--- config.mk ---
export PLATFORM = sky130hd
export DESIGN_NAME = mem_port_arbiter
export DESIGN_NICKNAME = d
export VERILOG_FILES = /design/src/rtl/mem_port_arbiter.sv
export SDC_FILE = /design/constraint.sdc
export NUM_CORES = 1
export LEC_CHECK = 0
export ABC_AREA = 1
export BUFFER_PORTS_ARGS = -buffer_cell sky130_fd_sc_hd__buf_2
export CORE_UTILIZATION = 35
export DETAILED_ROUTE_END_ITERATION = 8
export GPL_TIMING_DRIVEN = 1
export PLACE_DENSITY = 0.71
export SLEW_MARGIN = 20
export SYNTH_ARGS = -nofsm -noshare
export SYNTH_HDL_FRONTEND = slang
export SYNTH_SLANG_ARGS = --single-unit
--- constraint.sdc ---
create_clock -name clk -period 2.9 [get_ports clk]
set_input_delay 0.435 -clock clk [delete_from_list [all_inputs] [get_ports clk]]
set_output_delay 0.435 -clock clk [all_outputs]
set_load 0.02 [all_outputs]
--- src/rtl/mem_port_arbiter.sv ---
// mem_port_arbiter: shares one single-ported memory between the fetch and
// load/store requesters with round-robin grant and a hung-memory watchdog.
//
// Ports:
//   clk, rst          clock; asynchronous active-low reset
//   if_req/if_addr    fetch request (level, held until if_done)
//   if_done/if_rdata  fetch completion pulse and held fetched word
//   d_req/d_we/d_be   data request, store flag, store byte enables
//   d_addr/d_wdata    data address and store data
//   d_done/d_rdata    data completion pulse and held load word
//   err               pulses with a done when the watchdog aborted it
//   m_req/m_we/m_be   registered memory request, write strobe, enables
//   m_addr/m_wdata    memory address and write data, stable while m_req
//   m_rdata/m_ready   memory read data and completion handshake
module mem_port_arbiter #(
    parameter int W           = 32,
    parameter int TIMEOUT_CYC = 255,
    parameter int CNT_W       = 8
) (
    input  logic           clk,
    input  logic           rst,
    input  logic           if_req,
    input  logic [W-1:0]   if_addr,
    output logic           if_done,
    output logic [W-1:0]   if_rdata,
    input  logic           d_req,
    input  logic           d_we,
    input  logic [W/8-1:0] d_be,
    input  logic [W-1:0]   d_addr,
    input  logic [W-1:0]   d_wdata,
    output logic           d_done,
    output logic [W-1:0]   d_rdata,
    output logic           err,
    output logic           m_req,
    output logic           m_we,
    output logic [W/8-1:0] m_be,
    output logic [W-1:0]   m_addr,
    output logic [W-1:0]   m_wdata,
    input  logic [W-1:0]   m_rdata,
    input  logic           m_ready
);

    typedef enum logic [1:0] {S_IDLE, S_BUSY, S_DONE} state_e;
    typedef enum logic {G_FETCH, G_DATA} grant_e;

    localparam logic [CNT_W-1:0] TO_LIM = CNT_W'(TIMEOUT_CYC);
    localparam bit               WD_EN  = (TIMEOUT_CYC != 0);

    state_e           state_q;
    grant_e           gnt_q;
    grant_e           last_q;
    logic [CNT_W-1:0] cnt_q;
    logic             if_done_q, d_done_q, err_q;
    logic             m_req_q, m_we_q;
    logic [W/8-1:0]   m_be_q;
    logic [W-1:0]     m_addr_q, m_wdata_q;
    logic [W-1:0]     if_rdata_q, d_rdata_q;

    grant_e           gnt_d;
    logic [CNT_W-1:0] cnt_d;
    logic             timeout_d;

    // Data wins only when fetch is idle or fetch held the last grant.
    assign gnt_d = (d_req && (!if_req || last_q == G_FETCH)) ? G_DATA
                                                              : G_FETCH;

    // Compare the incremented count so the abort lands in the
    // TIMEOUT_CYC-th BUSY cycle.
    assign cnt_d     = cnt_q + CNT_W'(1);
    assign timeout_d = WD_EN && (cnt_d == TO_LIM);

    always_ff @(posedge clk or negedge rst) begin
        if (!rst) begin
            state_q    <= S_IDLE;
            gnt_q      <= G_FETCH;
            last_q     <= G_DATA;
            cnt_q      <= '0;
            if_done_q  <= 1'b0;
            d_done_q   <= 1'b0;
            err_q      <= 1'b0;
            m_req_q    <= 1'b0;
            m_we_q     <= 1'b0;
            m_be_q     <= '0;
            m_addr_q   <= '0;
            m_wdata_q  <= '0;
            if_rdata_q <= '0;
            d_rdata_q  <= '0;
        end else begin
            if_done_q <= 1'b0;
            d_done_q  <= 1'b0;
            err_q     <= 1'b0;
            unique case (state_q)
                S_IDLE: begin
                    if (if_req || d_req) begin
                        gnt_q   <= gnt_d;
                        last_q  <= gnt_d;
                        cnt_q   <= '0;
                        m_req_q <= 1'b1;
                        if (gnt_d == G_DATA) begin
                            m_we_q    <= d_we;
                            m_be_q    <= d_we ? d_be : '1;
                            m_addr_q  <= d_addr;
                            m_wdata_q <= d_wdata;
                        end else begin
                            m_we_q    <= 1'b0;
                            m_be_q    <= '1;
                            m_addr_q  <= if_addr;
                            m_wdata_q <= '0;
                        end
                        state_q <= S_BUSY;
                    end
                end
                S_BUSY: begin
                    cnt_q <= cnt_d;
                    if (m_ready || timeout_d) begin
                        m_req_q <= 1'b0;
                        err_q   <= !m_ready;
                        if (gnt_q == G_DATA) begin
                            d_done_q <= 1'b1;
                            if (m_ready && !m_we_q) begin
                                d_rdata_q <= m_rdata;
                            end
                        end else begin
                            if_done_q <= 1'b1;
                            if (m_ready) begin
                                if_rdata_q <= m_rdata;
                            end
                        end
                        state_q <= S_DONE;
                    end
                end
                S_DONE: begin
                    state_q <= S_IDLE;
                end
                default: begin
                    state_q <= S_IDLE;
                end
            endcase
        end
    end

    assign if_done  = if_done_q;
    assign d_done   = d_done_q;
    assign err      = err_q;
    assign m_req    = m_req_q;
    assign m_we     = m_we_q;
    assign m_be     = m_be_q;
    assign m_addr   = m_addr_q;
    assign m_wdata  = m_wdata_q;
    assign if_rdata = if_rdata_q;
    assign d_rdata  = d_rdata_q;

endmodule
==> flow_summary.yaml <==
logic_synthesis:
  synthesis.area_sq_um: 6100
  synthDistinctLibCells: 27
  yosysTopAreaCell: "dfrtp_1"
  syn_nets: 770
  synth_area_leaders: "dfrtp_1, nand2_1, o21ai_0, a22o_1, nand4_1"
  ys_seq_elements: 149
  yosysSeqAreaShare_pct: 61.1
  post-synth-top-count-cell: "nand2_1"
  ys_top_cells_by_count: "nand2_1, dfrtp_1, o21ai_0"
  synth_flop_cell: "dfrtp_1"
  syn-instance-count: 630
  yosysTopAreaCellShare_pct: 60.7
  async_flop_share_pct: 100
  ys_warn_count: 0
  synth-edff-count: 0
  post_synth.cell_area_avg_sq_um: 9.69
timing:
  relSlewSlack_pct: 42.0
  finalMaxSlewViolations: 0
  tns_ns: 0
  period_needed_ns: 2.09
  hold_viol: 0
  max_freq_mhz: 478
  setup_viol: 0
  rsz0062_at_grt: "no"
  holdWs_ns: 0.229
  fin_crit_sh_pct: 72.1
  fin_skew_ns: 0.0103
  max_slew.worst_pin.slew_ns: 0.869
die:
  rows: 47
  coreArea_sq_um: 16800
  start_util_pct: 36.3
  die_w_um: 134
  die_y_um: 134
  die_area_sq_um: 18000
  ioPinCount: 275
grt:
  grt_util_all_layers_pct: 20.1
  overflow: 0
  grt_max_degree: 70
  grt_pass1_vias: 5124
  grt_pass1_wl_um: 27600
  antenna_found_initial: 4
placement:
  placed_cell_area_sq_um: 7630
  numPortBuffers: 274
  gp_congestion: 0.837
  dp.cells: 1095
  dp_hpwl_um: 12800
power:
  ir_worst_vdd_v: 0.000455
  cellPowerDensity_nw_per_um2: 1190
  leakage_nw: 4.47
critical_path:
  critical_path_class: "register to register"
  timing.critical_path.from: "cnt_q[1]"
  critical_path_required_ns: 3.20
  cp_max_fo: 34
  crit-reg2reg-launch: "cnt_q[1]"
  worstRegToRegCells: 14
  start_kind: "register"
  cp.arrival_ns: 2.39
  critPathCaptureType: "register"
  reg2reg_slack_ns: 0.81
  r2r_end: "m_req"
drt:
  dr_total_vias: 5455
  drt_iter0_markers: 273
  antenna_left: 0
  dr.pass1.iters: 4
  route.detailed.drc: 0
  wire_per_inst_um: 15.7
  avgViaCountPerCell: 4.82
  wirelength_um: 17800
min_path:
  min_from: "d_wdata[7]"
  hold_class: "primary input to register"
  holdPathEnd: "m_wdata[7]"
  whs_path_depth: 2
clock_network:
  clk_pin_slew_ns: 0.07
  cts.sinks: 149
  clk_latency_ns: 0.42
  h-tree-depth: 4
  tritoncts: "yes"
  cts_buffers: 17
  clk_path_buf_depth: 2
  clockRootBuffer: "clkbuf_16"
cells_and_area:
  area_delta_synth_final_pct: 35.0
  nets: 1035
  drive_gt1_share_pct: 36.7
  fin_cells: 1131
  stdcell_area_sq_um: 8240
  fill_cells: 1610
job:
  cap_violations: 0
outcome:
  status: "complete, no violations"
-- layer usage --
layer,GRT usage (%),share of wire (%),vias up
met5,0,0.045,-
met4,8.36,2.3,2
met3,5.93,7.9,24
met2,33.6,48,239
met1,24.3,41,2561
li1,-,-,2629
-- through the flow --
step	total power [mW]	utilization (%)	setup slack, ns
after floorplan	6.10	-	1.20
after global placement	7.58	45.4	0.731
after detailed placement	7.68	45.4	0.693
after CTS	9.87	48.9	0.808
after global routing	10.4	49.0	0.573
final	9.77	49.0	0.810
-- layout make-up --
class	instances	area, sq um	area share [%]
inverters	51	191	2.32
diodes	3	7.51	0.0911
clock inverters	13	140	1.70
multi-input cells	390	1970	23.9
well taps	220	275	3.34
flip-flops and latches	149	3730	45.3
clock buffers	19	443	5.38
repair buffers	286	1480	18.0
-- kinds of logic (layout without fill, tap and decap cells) --
family,count (synthesis),count (layout),share of synthesized area [%]
flip-flops,149,149,61.1
AO/OA/AOI/OAI,145,145,14.2
other,0,3,0
AND/OR/NAND/NOR,242,242,17.2
XOR/XNOR,1,1,0.144
adder cells (fa/ha/maj),2,2,0.410
buffers and inverters,91,369,6.93
-- state kept, by name (all words and copies together) (netlist names) --
signal	flops
cnt_q	8
d_done	1
d_rdata	32
err	1
gnt_q	1
if_done	1
if_rdata	32
last_q	1
m_addr	32
m_be	4
m_req	1
m_wdata	32
m_we	1
state_q	2
-- worst max path at each step --
stage                        end  cells past startpoint  slack [ns]
floorplan            d_rdata[10]                     14        1.20
global placement    if_rdata[13]                      5        0.73
detailed placement  if_rdata[10]                      5        0.69
CTS                        m_req                     14        0.81
global route               m_req                     14        0.57
finish                     m_req                     14        0.81
-- report_power, final --
group / internal, mW / switching, mW / total (mW)
Clock: 1.24 / 0.941 / 2.18
Sequential: 3.04 / 0.536 / 3.58
Combinational: 1.31 / 2.70 / 4.02
-- worst max-delay path, cell delays in order, from the launching register on --
cell	delay (ns)
dfrtp_1	0.42
ha_1	0.22
nand2_1	0.12
inv_2	0.05
nand2_1	0.05
nand2_1	0.06
nor2_1	0.08
nand2_1	0.05
nor2_1	0.09
nand2_1	0.10
nand2_4	0.08
buf_4	0.33
nand2_1	0.16
inv_1	0.10
nor2_1	0.04
-- cell usage in the layout, fill, tap and decap left out, types with 10 or more instances in the layout --
master     Yosys  final
buf_2         14    273
nand2_1      153    153
dfrtp_1      148    148
o21ai_0       71     71
inv_1         45     45
nor2_1        41     40
nand4_1       33     33
o21ai_1       34     33
a22o_1        32     32
clkbuf_16      0     17
buf_4          3     10
-- repair_timing --
action,CTS,global route
buffers inserted,0,0
hold buffers,1,0
setup endpoints to repair,0,0
hold endpoints to repair,47,0
resized for setup,0,0
(Power assumes the default switching activity.)
